===== src/rtl/regfile_port_sequencer.sv =====
// Purpose: sole owner of the integer register file write port (WE3/A3/WD3); runs a
//          clear sweep of x1..x31 after reset or on request, then arbitrates core vs debug.
// Latency: combinational port drive in the same cycle; a clear sweep occupies 31 cycles.
// Backpressure: core is stalled during clear and on a forced debug grant; debug is
//          held off (dbg_ready_o=0) while the core owns the port, bounded by STARVE_LIMIT.
//
// Ports:
//   clk_i, rst_ni                      clock (rising edge), async active-low reset
//   clr_req_i                          one-cycle pulse requesting a full clear (ignored while clearing)
//   core_we_i/core_a_i/core_wd_i       core writeback request
//   dbg_valid_i/dbg_a_i/dbg_wd_i       debug/loader write request (held until dbg_ready_o)
//   dbg_ready_o                        debug write accepted this cycle
//   core_stall_o                       core must re-present its writeback next cycle
//   busy_o                             clear sweep in progress
//   we3_o/a3_o/wd3_o                   register file write port
module regfile_port_sequencer #(
    parameter int unsigned     XLEN         = 32,
    parameter int unsigned     INIT_IDX     = 9,
    parameter logic [XLEN-1:0] INIT_VAL     = 'h0000_2004,
    parameter int unsigned     STARVE_LIMIT = 4
) (
    input  logic            clk_i,
    input  logic            rst_ni,
    input  logic            clr_req_i,
    input  logic            core_we_i,
    input  logic [4:0]      core_a_i,
    input  logic [XLEN-1:0] core_wd_i,
    input  logic            dbg_valid_i,
    input  logic [4:0]      dbg_a_i,
    input  logic [XLEN-1:0] dbg_wd_i,
    output logic            dbg_ready_o,
    output logic            core_stall_o,
    output logic            busy_o,
    output logic            we3_o,
    output logic [4:0]      a3_o,
    output logic [XLEN-1:0] wd3_o
);

    typedef enum logic {
        ST_CLEAR = 1'b0,
        ST_RUN   = 1'b1
    } state_e;

    localparam int unsigned      CW        = (STARVE_LIMIT < 1) ? 1 : $clog2(STARVE_LIMIT + 1);
    localparam logic [CW-1:0]    LIMIT     = CW'(STARVE_LIMIT);
    localparam logic [4:0]       IDX_FIRST = 5'd1;
    localparam logic [4:0]       IDX_LAST  = 5'd31;
    localparam logic [4:0]       INIT_A    = 5'(INIT_IDX);

    state_e         state_q, state_d;
    logic [4:0]     clr_idx_q, clr_idx_d;
    logic [CW-1:0]  starve_q, starve_d;
    logic           forced;

    always_ff @(posedge clk_i or negedge rst_ni) begin
        if (!rst_ni) begin
            state_q   <= ST_CLEAR;
            clr_idx_q <= IDX_FIRST;
            starve_q  <= '0;
        end else begin
            state_q   <= state_d;
            clr_idx_q <= clr_idx_d;
            starve_q  <= starve_d;
        end
    end

    always_comb begin
        state_d      = state_q;
        clr_idx_d    = clr_idx_q;
        starve_d     = starve_q;
        we3_o        = 1'b0;
        a3_o         = '0;
        wd3_o        = '0;
        dbg_ready_o  = 1'b0;
        core_stall_o = 1'b1;
        busy_o       = 1'b1;
        // Forced grant only makes sense with a request present; debug holds its
        // request until accepted, so in practice valid is always high here.
        forced       = dbg_valid_i && (starve_q == LIMIT);

        // Outputs are gated by the reset pin itself so they drop the moment reset
        // asserts, not at the next edge.
        if (rst_ni) begin
            case (state_q)
                ST_CLEAR: begin
                    we3_o    = 1'b1;
                    a3_o     = clr_idx_q;
                    wd3_o    = (clr_idx_q == INIT_A) ? INIT_VAL : '0;
                    starve_d = '0;
                    if (clr_idx_q == IDX_LAST) begin
                        state_d   = ST_RUN;
                        clr_idx_d = IDX_FIRST;
                    end else begin
                        clr_idx_d = clr_idx_q + 5'd1;
                    end
                end

                ST_RUN: begin
                    busy_o       = 1'b0;
                    core_stall_o = 1'b0;
                    if (forced) begin
                        // Debug has waited long enough: steal one cycle from the core.
                        we3_o        = 1'b1;
                        a3_o         = dbg_a_i;
                        wd3_o        = dbg_wd_i;
                        dbg_ready_o  = 1'b1;
                        core_stall_o = 1'b1;
                    end else if (core_we_i) begin
                        we3_o = 1'b1;
                        a3_o  = core_a_i;
                        wd3_o = core_wd_i;
                    end else if (dbg_valid_i) begin
                        we3_o       = 1'b1;
                        a3_o        = dbg_a_i;
                        wd3_o       = dbg_wd_i;
                        dbg_ready_o = 1'b1;
                    end

                    if (dbg_valid_i && !dbg_ready_o) begin
                        starve_d = (starve_q == LIMIT) ? starve_q : starve_q + CW'(1);
                    end else begin
                        starve_d = '0;
                    end

                    // The port still follows the run rules this cycle; the sweep
                    // starts from x1 on the next one.
                    if (clr_req_i) begin
                        state_d   = ST_CLEAR;
                        clr_idx_d = IDX_FIRST;
                        starve_d  = '0;
                    end
                end

                default: begin
                    state_d   = ST_CLEAR;
                    clr_idx_d = IDX_FIRST;
                    starve_d  = '0;
                end
            endcase
        end
    end

endmodule


===== config.mk =====
export PLATFORM = sky130hd
export DESIGN_NAME = regfile_port_sequencer
export DESIGN_NICKNAME = d
export VERILOG_FILES = /design/src/rtl/regfile_port_sequencer.sv
export SDC_FILE = /design/constraint.sdc
export NUM_CORES = 1
export LEC_CHECK = 0
export BUFFER_PORTS_ARGS = -buffer_cell sky130_fd_sc_hd__buf_2
export CORE_UTILIZATION = 34
export DETAILED_ROUTE_END_ITERATION = 6
export PLACE_DENSITY = 0.86
export SYNTH_ARGS = -nofsm -noshare
export SYNTH_HDL_FRONTEND = slang
export SYNTH_SLANG_ARGS = --single-unit

===== constraint.sdc =====
create_clock -name clk_i -period 2.9 [get_ports clk_i]
set_clock_uncertainty 0.2 [all_clocks]
set_input_delay 0.58 -clock clk_i [delete_from_list [all_inputs] [get_ports clk_i]]
set_output_delay 0.58 -clock clk_i [all_outputs]
set_load 0.02 [all_outputs]

# Word level (Yosys, flattened, before mapping)
# Cells that the tools add are included.
# op_classes
add_sub_neg	2
eq_ne	5
mux	37
n_bitwise	1
reduce_logical	5
# ops
op	count
two-way mux 32 bit	4
one-hot mux 32 bit (2 select lines)	1
two-way mux 5 bit	6
one-hot mux 5 bit (2 select lines)	2
two-way mux 1 bit	17
two-way mux 14 bit	1
two-way mux 3 bit	3
one-hot mux 3 bit (2 select lines)	1
adder 5 x 1 -> 5 bit (second input constant)	1
== test 5 x 4 -> 1 bit (second input constant)	1
== test 5 bit (second input constant)	1
!= test 4 bit (second input constant)	1
one-hot mux 1 bit (2 select lines)	2
AND reduction 2 bit	2
adder 3 x 1 -> 3 bit (second input constant)	1
== test 3 bit (second input constant)	1
logical AND 1 bit	2
!= test 2 bit (second input constant)	1
logical NOT 1 bit	1
NOT 1 bit	1
# word_totals
reg_bits	9
input_bits	79
out_inout_bits	41
elab_cells	53

# Depth between registers and ports, before layout
# Gate-level depths: netlist (run 1).
# logic_depth
word_depth	10
depth_mapped	7
depth_no_buf	5

# Worst setup path after synthesis (run 1)
# OpenSTA, ideal clock, no wires.
# synth_path
path_kind	register to output
startpoint	register starve_q[0]
endpoint	output port wd3_o[11]
t_arrival_ns	1.609
t_required_ns	2.120
setup_slack_ns	0.511
stages_incl_launch_ff	8
path_buffers	2
cell_sequence	dfrtp_1 -> inv_1 -> ha_1 -> a21bo_4 -> and4_4 -> buf_6 -> buf_6 -> a22o_1
# synth_between
elab_chain_len	5
# synth_lines
element	line_no	source
from (decl)	52	logic [CW-1:0] starve_q, starve_d;
from (signal assigned)	63	starve_q <= starve_d;
== test 3 bit	79	forced = dbg_valid_i && (starve_q == LIMIT);
logical AND 1 bit	79	
two-way mux 32 bit	101	if (forced) begin
one-hot mux 32 bit (2 select lines)	84	case (state_q)
two-way mux 32 bit	83	if (rst_ni) begin
to (decl)	36	output logic [XLEN-1:0] wd3_o
# Every way passes these cells.

# Worst setup path in the final report (run 1)
# layout_path
startpoint	register starve_q[0]
endpoint	output port wd3_o[23]
# The elaborated chain is that of the path after synthesis.

==> results of run 1 <==
==> sequential cells by signal (all words and copies together), names as in the netlist <==
signal / count
clr_idx_q: 5
starve_q: 3
state_q: 1
==> power groups by stage <==
stage / registers [W] / logic [W] / clock network (W)
floorplan: 0.000208 / 0.000336 / 0
global placement: 0.000217 / 0.000493 / 0
detailed placement: 0.000217 / 0.000504 / 0
CTS: 0.000217 / 0.000507 / 0.000102
global route: 0.000226 / 0.000555 / 0.000110
finish: 0.000219 / 0.000511 / 0.0000973
==> cells in the final DEF (no fill, tap or decap) <==
cell | netlist | layout
buf_2 | 4 | 119
nand3b_1 | 1 | 1
a31oi_1 | 8 | 8
and4b_1 | 1 | 1
a21boi_0 | 1 | 1
and3_1 | 1 | 1
nor2_1 | 2 | 2
a22o_1 | 32 | 32
a21bo_4 | 1 | 1
dfstp_2 | 1 | 1
a32o_1 | 1 | 1
mux2i_1 | 1 | 1
nand3_1 | 10 | 10
and4_2 | 0 | 1
nand3_2 | 1 | 1
clkbuf_4 | 0 | 3
a21oi_1 | 8 | 8
clkbuf_1 | 3 | 1
nor2b_1 | 1 | 1
nor4bb_1 | 1 | 1
o2bb2ai_1 | 1 | 1
and4_4 | 1 | 2
o21ai_0 | 11 | 11
nand4_1 | 2 | 2
inv_1 | 4 | 4
nand2b_1 | 1 | 1
nand2_1 | 2 | 2
o31a_1 | 1 | 1
o21ai_1 | 1 | 1
dfrtp_1 | 8 | 8
buf_4 | 1 | 4
ha_1 | 5 | 5
mux2_2 | 1 | 1
clkinv_1 | 1 | 1
==> cell families after synthesis <==
logic type                 after synthesis  share of synthesized area
DFF                                      9                      0.216
and+or+nand+nor                         25                      0.147
muxes                                    2                     0.0203
buffers and inverters                   17                     0.0978
AOI/OAI and AO/OA                       65                      0.459
adders and majority gates                5                     0.0597
==> worst max-delay path: cells and delay by family, from the launching register on <==
kind,cells,cell delay (ns)
adder cells (fa/ha/maj),1,0.25
AO/OA/AOI/OAI,2,0.41
buffers and inverters,2,0.26
flip-flops,1,0.39
AND/OR/NAND/NOR,1,0.44
==> what timing repair did <==
action,in CTS,in global routing
gates resized for setup,1,1
pin swaps,0,1
setup endpoints to repair,30,29
hold buffers,0,0
hold endpoints to repair,0,0
setup buffers,0,0
gates cloned,0,1
==> layer usage <==
| layer | share of wire | vias to the layer above |
|---|---|---|
| li1 | - | 728 |
| met1 | 0.40 | 688 |
| met2 | 0.50 | 68 |
| met3 | 0.098 | 4 |
| met4 | 0.0078 | 0 |
| met5 | 0 | - |
==> stage by stage <==
stage | instance area, um^2 | utilization | worst slack (ns) | instances
2_1_floorplan | 1050 | - | 0.511 | 123
3_3_place_gp | 1630 | 0.576 | 0.0679 | 265
3_5_place_dp | 1630 | 0.576 | 0.0393 | 265
4_1_cts | 1660 | 0.586 | 0.0556 | 269
5_1_grt | 1670 | 0.590 | 0.00664 | 270
6_report | 1670 | 0.590 | 0.107 | 270
==> area by class of cell <==
type	count	area, um^2	share of cell area
timing repair buffer	123	626	0.375
tap	31	38.8	0.0233
inverter	5	18.8	0.0113
multi-input combinational	98	732	0.439
clock buffer	4	26.3	0.0158
sequential	9	226	0.136
==> final timing paths <==
path / from / slack, ns / to / depth (start not counted)
worst max register to register: clr_idx_q[0] / 1.13 / clr_idx_q[4] / 4
max in group asynchronous: rst_ni / 2.10 / clr_idx_q[0] / 2
worst max-delay path: starve_q[0] / 0.11 / wd3_o[23] / 6
min in group clk_i: clr_req_i / 0.35 / state_q / 2
worst min register to register: clr_idx_q[4] / 0.37 / clr_idx_q[4] / 1
worst min-delay path: rst_ni / 0.12 / clr_idx_q[3] / 2
==> impl_metrics.tcl, run 1 <==
set metrics [dict create \
    status "finished with violations" \
    violations "design-rule violations" \
    final.setup.tns_ns 0 \
    required_ns 2.12 \
    async_flop_share 1.00 \
    hold-worst-slack_ns 0.116 \
    drt-total-wl_um 3950 \
    power.density_nw_per_um2 496 \
    clk_pin_slew_ns 0.06 \
    die-area_um2 3310 \
    grt.overflow.total 0 \
    ys_top_cells_by_area "a22o_1, dfrtp_1, ha_1" \
    maxCapViolations 0 \
    std_cell_rows 19 \
    antennaDiodeCount 0 \
    route.detailed.drc 10 \
    cellInternalPower_w 0.000442 \
    ir_drop_mv 0.418 \
    num_io_pins 120 \
    synthTopCellsByCount "a22o_1, o21ai_0, nand3_1" \
    switching_share 0.466 \
    rsz0062_at_grt "false" \
    die_w_um 57.5 \
    grt-busiest-layer "met2" \
    crit_fanout 15 \
    synth_most_common_cell "a22o_1" \
    area_growth_pct 59.1 \
    cts_sinks 9 \
    start_kind "flip-flop" \
    yosysWarnings 0 \
    combinationalPowerShare 0.618 \
    synth_top_area_frac 0.267 \
    numCtsBuffers 3 \
    cts_tree "yes" \
    hpwl_um 2940 \
    yosysTopAreaCell "a22o_1" \
    path_cells "inv_1 -> ha_1 -> a21bo_4 -> and4_2 -> a22o_1 -> buf_2" \
    synth-seq-cells 9 \
    synth_edf_count 0 \
    worst_pin_slew_ns 0.351 \
    setup_viol 0 \
    synth_ff_type "dfrtp_1" \
    final.period_utilization 0.963 \
    clock_path_buffers 2 \
    drt_pass1_iterations 7 \
    grt_pass1_vias 1253 \
    p_sw_w 0.000386 \
    total_power_w 0.000828 \
    portBuffers 119 \
    max_stage_delay_ns 0.44 \
    placeableCoreArea_um2 2830 \
    final_hold_viol_count 0 \
    yosysSeqAreaShare 0.216 \
    critical_path_class "flip-flop to output pin" \
    drtAntennaViolNets 0 \
    yosys.cell_types.count 34 \
    drive_gt1_frac 0.556 \
    netlist_instances 123 \
    drt-initial-drc-count 81 \
    cp_data_arrival_time_ns 2.01 \
    met3_usage 0.0726 \
    start_util 0.371 \
    h-tree-depth 1 \
    syn_avg_cell_area_um2 8.52 \
    root_buffer "clkbuf_4" \
    vias_per_cell 5.51 \
    antenna_found_initial 0 \
    grt_use_total 0.215 \
    grtUsageMet1 0.257 \
    fillers 268 \
    sequentialPowerShare 0.265 \
    insertion_delay_ns 0.26 \
    grt_max_degree 33 \
    hold_class "input pin to asynchronous set/reset pin" \
    slew_violations 0 \
    period_minus_slack_ns 2.79 \
    p_leak_nw 0.946 \
    wl_per_cell_um 14.6 \
    fin_nets 324 \
    clkPwrFrac 0.117 \
    num_vias 1488 \
    grt_pass1_wl_um 5610 \
    cp-end-kind "output pin" \
    cp_slowest_cell "and4_2" \
    maxSlewHeadroom 0.765 \
    die_h_um 57.5 \
    max_freq_ghz 0.358 \
    gr-usage-met2 0.374 \
    synth_area_um2 1050 \
    syn-num-nets 207 \
    place_congestion 0.780 \
]
Note: power is estimated with default switching activity, not from simulation.
==> run 2, diff against run 1 <==
--- a/config.mk
+++ b/config.mk
@@ -6,9 +6,13 @@
 export NUM_CORES = 1
 export LEC_CHECK = 0
 export BUFFER_PORTS_ARGS = -buffer_cell sky130_fd_sc_hd__buf_2
-export CORE_UTILIZATION = 34
+export CELL_PAD_IN_SITES_DETAIL_PLACEMENT = 0
+export CELL_PAD_IN_SITES_GLOBAL_PLACEMENT = 1
+export CORE_UTILIZATION = 21
 export DETAILED_ROUTE_END_ITERATION = 6
-export PLACE_DENSITY = 0.86
+export GPL_TIMING_DRIVEN = 0
+export PLACE_DENSITY = 0.84
+export REMOVE_ABC_BUFFERS = 1
 export SYNTH_ARGS = -nofsm -noshare
 export SYNTH_HDL_FRONTEND = slang
 export SYNTH_SLANG_ARGS = --single-unit
==> run 2 against run 1 <==
Compared with the run above: first-iteration DRC count is 62% lower; die area is 60% higher; power is 5.0% higher; the run now ends clean; cell area is 2.0% higher; critical path depth stayed put; clock-buffer cell count stayed put; combinational power is 4.7% lower; global-route usage is 7.3 points lower; final cell count is 12% higher; sequential share of layout area is 0.27 points lower; via count is 1.1% lower.
==> impl_metrics.tcl, run 2 (synthesis results as in run 1) <==
set metrics [dict create \
    critical_path_class "flip-flop to output pin" \
    rsz0062_at_grt "false" \
    period_minus_slack_ns 2.77 \
    wl_per_cell_um 14.5 \
    status "complete, no violations" \
    insertion_delay_ns 0.24 \
    cp_slowest_cell "and4_2" \
    final.period_utilization 0.957 \
    final_common_cell "buf_2" \
    vias_per_cell 4.87 \
    setup_viol 0 \
    maxCapViolations 0 \
    drtAntennaViolNets 0 \
    max_freq_ghz 0.360 \
    numCtsBuffers 3 \
    hold_class "input pin to asynchronous set/reset pin" \
    crit_fanout 15 \
    clock_path_buffers 2 \
    top_register "clr_idx_q" \
    die-area_um2 5280 \
    start_util 0.221 \
    grt_pass1_wl_um 5710 \
    startpoint "starve_q[0]" \
    portBuffers 119 \
    power.density_nw_per_um2 511 \
    antenna_found_initial 0 \
    r2r_slack_ns 0.92 \
    final_cells 302 \
    std_cell_rows 25 \
    most-common-layout-cells "buf_2, a22o_1, o21ai_0" \
    final_hold_viol_count 0 \
    clk_pin_slew_ns 0.05 \
    grt.overflow.total 0 \
    area_growth_pct 62.3 \
    drt-total-wl_um 4390 \
    num_vias 1471 \
    start_kind "flip-flop" \
    reg2regPathDepth 3 \
    die_h_um 72.7 \
    largest_register_ffs 5 \
    cts_sinks 9 \
    antennaDiodeCount 0 \
    largest_registers "clr_idx_q x5, starve_q x3, state_q x1" \
    h-tree-depth 1 \
    grt_pass1_vias 1125 \
    grt_use_total 0.141 \
    p_leak_nw 0.935 \
    cts_tree "yes" \
    placeableCoreArea_um2 4750 \
    root_buffer "clkbuf_8" \
    dp_cells 297 \
    hpwl_um 3330 \
    cp_data_arrival_time_ns 1.99 \
    cp_top_family "simple AND/OR/NAND/NOR gates" \
    cp.depth 6 \
    max_stage_delay_ns 0.44 \
    drive_gt1_frac 0.549 \
    worst_pin_slew_ns 0.552 \
    drt-initial-drc-count 31 \
    place_congestion 0.720 \
    fin_nets 320 \
    drt_pass1_iterations 4 \
    ir_drop_mv 0.318 \
    die_w_um 72.7 \
    critical_path_buf_inv_count 2 \
    slew_violations 0 \
    maxSlewHeadroom 0.632 \
    path_cells "inv_1 -> ha_1 -> a21bo_4 -> and4_2 -> a22o_1 -> buf_2" \
    grt_max_degree 34 \
    cts_hold_buf 0 \
    dpl_cell_area_um2 1640 \
    num_io_pins 120 \
    cp-end-kind "output pin" \
    fin_area_um2 1700 \
    required_ns 2.12 \
    route.detailed.drc 0 \
    reg2reg_from "state_q" \
]
-- run 2: where the power goes --
group / switching [W] / internal (W) / leakage, nW / total (W)
sequential: 0.0000654 / 0.000169 / 0.112 / 0.000234
combinational: 0.000276 / 0.000211 / 0.800 / 0.000487
clock: 0.0000522 / 0.0000961 / 0.0228 / 0.000148
total: 0.000394 / 0.000476 / 0.935 / 0.000870
-- run 2: final cells by class --
type / instances / area, um^2
timing repair buffer: 119 / 596
fill: 525 / 3050
multi-input combinational: 98 / 732
inverter: 5 / 18.8
clock buffer: 4 / 45.0
tap: 67 / 83.8
sequential: 9 / 226
-- run 2: worst paths after layout --
check | endpoint
min in group clk_i | clr_idx_q[0]
setup reg to reg | clr_idx_q[2]
hold / removal | clr_idx_q[3]
max in group asynchronous | clr_idx_q[0]
setup / recovery | wd3_o[19]
hold reg to reg | clr_idx_q[0]
-- run 2: repair_timing --
item,4_1_cts,5_1_grt
buffers inserted,0,0
endpoints found under the setup margin,30,23
resized for setup,2,0
gates cloned,0,1
-- run 2: worst register-to-register path, delay by kind of cell, from the launching register on --
family | cells | cell delay [ns]
DFF | 1 | 0.64
AOI/OAI and AO/OA | 2 | 0.64
buffers and inverters | 1 | 0.43
-- run 2: routing by layer --
metal  track usage  routed length, um
met4        0.0196                 42
met5             0                  0
met3        0.0401                378
met2         0.262               2290
met1         0.164               1680
-- run 2: per-stage QoR --
| step | worst slack, ns | hold WS, ns | util | TNS (ns) | total power (W) |
|---|---|---|---|---|---|
| floorplan | 0.334 | 0.0844 | - | 0 | 0.000524 |
| global placement | -0.330 | 0.332 | 0.346 | -8.28 | 0.000716 |
| detailed placement | -0.358 | 0.330 | 0.346 | -9.40 | 0.000719 |
| CTS | 0.0371 | 0.119 | 0.356 | 0 | 0.000874 |
| global route | 0.00797 | 0.160 | 0.358 | 0 | 0.000946 |
| finish | 0.126 | 0.132 | 0.358 | 0 | 0.000870 |
==> run 3, diff against run 2 <==
--- a/config.mk
+++ b/config.mk
@@ -8,10 +8,10 @@
 export BUFFER_PORTS_ARGS = -buffer_cell sky130_fd_sc_hd__buf_2
 export CELL_PAD_IN_SITES_DETAIL_PLACEMENT = 0
 export CELL_PAD_IN_SITES_GLOBAL_PLACEMENT = 1
-export CORE_UTILIZATION = 21
+export CORE_UTILIZATION = 19
 export DETAILED_ROUTE_END_ITERATION = 6
 export GPL_TIMING_DRIVEN = 0
-export PLACE_DENSITY = 0.84
+export PLACE_DENSITY = 0.81
 export REMOVE_ABC_BUFFERS = 1
 export SYNTH_ARGS = -nofsm -noshare
 export SYNTH_HDL_FRONTEND = slang
==> constraint.sdc (replaced) <==
create_clock -name clk_i -period 2.4 [get_ports clk_i]
set_clock_uncertainty 0.2 [all_clocks]
set_input_delay 0.48 -clock clk_i [delete_from_list [all_inputs] [get_ports clk_i]]
set_output_delay 0.48 -clock clk_i [all_outputs]
set_load 0.02 [all_outputs]
==> run 3 against run 2 <==
Compared with the run above: the flow now finishes with violations (negative setup slack); clock power up 24%; worst setup slack worse by 0.14 ns; combinational power up 42%; first-iteration DRC count down 45%; via count up 9.2%; die area up 10%; sequential share of layout area down 1.9 points; critical path depth unchanged; clock-buffer cell count down 1; sequential cell count unchanged; critical path type unchanged; largest cell class is now non-clock buffers.
==> impl_metrics.tcl, run 3 (synthesis results as in run 1) <==
set metrics [dict create \
    power.density_nw_per_um2 580 \
    h-tree-depth 1 \
    path_cells "inv_2 -> ha_4 -> a21bo_4 -> and4_4 -> a22o_1 -> buf_6" \
    clock_path_buffers 2 \
    multi_input_area_um2 805 \
    startpoint "starve_q[0]" \
    cts_sinks 9 \
    grt.overflow.total 0 \
    final.setup.tns_ns -0.0104 \
    drive_gt1_frac 0.595 \
    final.period_utilization 1.00 \
    rsz0062_at_grt "true" \
    worst_pin_slew_ns 0.402 \
    maxSlewHeadroom 0.730 \
    numCtsBuffers 3 \
    critical_path_buf_inv_count 2 \
    area_growth_pct 93.0 \
    hold_class "input pin to asynchronous set/reset pin" \
    grt_pass1_wl_um 7720 \
    finalWorstSetupSlack_ns -0.0104 \
    dp_cells 300 \
    drt_pass1_iterations 4 \
    ir_drop_mv 0.340 \
    fillers 519 \
    max_freq_ghz 0.415 \
    final_hold_viol_count 0 \
    violations "negative setup slack" \
    antenna_found_initial 0 \
    cp_slowest_cell "dfrtp_1" \
    root_buffer "clkbuf_8" \
    portBuffers 119 \
    start_kind "flip-flop" \
    grt_max_degree 31 \
    grt_pass1_vias 1476 \
    place_ws_ns -0.637 \
    top_register "clr_idx_q" \
    route.detailed.drc 0 \
    drtAntennaViolNets 0 \
    cp-end-kind "output pin" \
    std_cell_rows 26 \
    maxCapViolations 0 \
    grt_use_total 0.167 \
    most-common-layout-cells "buf_2, a22o_1, buf_6" \
    antennaDiodeCount 0 \
    start_util 0.201 \
    drt-initial-drc-count 17 \
    max_stage_delay_ns 0.38 \
    cp_top_family "compound AO/OA/AOI/OAI gates" \
    crit_fanout 8 \
    wl_per_cell_um 16.1 \
    num_vias 1607 \
    drt-total-wl_um 5120 \
    clk_pin_slew_ns 0.05 \
    p_leak_nw 1.01 \
    cp_data_arrival_time_ns 1.73 \
    setup_viol 1 \
    critical_path_class "flip-flop to output pin" \
    register_area_um2 230 \
    cts_tree "yes" \
    largest_registers "clr_idx_q x5, starve_q x3, state_q x1" \
    required_ns 1.72 \
    insertion_delay_ns 0.24 \
    slew_violations 0 \
    hpwl_um 3210 \
    die_h_um 76.3 \
    num_io_pins 120 \
    vias_per_cell 5.07 \
    dpl_cell_area_um2 1650 \
    place_congestion 0.764 \
    final_cells 317 \
    fin_area_um2 2020 \
    reg2reg_from "clr_idx_q[0]" \
    die-area_um2 5820 \
    status "finished with violations" \
    period_minus_slack_ns 2.41 \
    die_w_um 76.3 \
    largest_register_ffs 5 \
    placeableCoreArea_um2 5200 \
    fin_nets 332 \
    final_common_cell "buf_2" \
]
[run 3: final timing paths]
path / to / slack [ns] / depth (start not counted)
worst min-delay path: clr_idx_q[0] / 0.18 / 1
worst max register to register: clr_idx_q[3] / 0.61 / 6
min in group clk_i: state_q / 0.26 / 2
worst min register to register: starve_q[1] / 0.37 / 2
worst max-delay path: wd3_o[17] / -0.01 / 6
max in group asynchronous: state_q / 0.93 / 2
[run 3: final cells by class]
cell class | instances | share of cell area
Timing Repair Buffer | 127 | 0.411
Multi-Input combinational cell | 102 | 0.398
Sequential cell | 9 | 0.114
Tap cell | 70 | 0.0433
Clock buffer | 3 | 0.0204
Inverter | 5 | 0.0111
Clock inverter | 1 | 0.00247
[run 3: timing repair]
action,CTS,global route
pin swaps,12,20
setup endpoints to repair,38,35
gates resized for setup,27,47
gates cloned,4,1
endpoints found under the hold margin,8,0
buffers inserted,6,1
hold buffers,1,0
[run 3: metrics by stage]
step           hold slack, ns  power [W]   util
2_1_floorplan         -0.0156   0.000633      -
3_3_place_gp            0.271   0.000860  0.317
3_5_place_dp            0.275   0.000866  0.317
4_1_cts                 0.158    0.00110  0.357
5_1_grt                 0.193    0.00125  0.389
6_report                0.181    0.00117  0.389
[run 3: where the power goes]
group          leakage, nW  switching (W)  internal [W]
registers            0.110      0.0000911      0.000208
clock network       0.0255      0.0000688      0.000114
logic                0.875       0.000360      0.000331
total                 1.01       0.000520      0.000653
[run 3: layer usage]
metal,routed length [um],up-vias,GRT usage
li1,-,757,-
met1,2050,759,0.192
met2,2620,82,0.301
met3,363,9,0.0419
met4,91,0,0.0481
met5,0,-,0
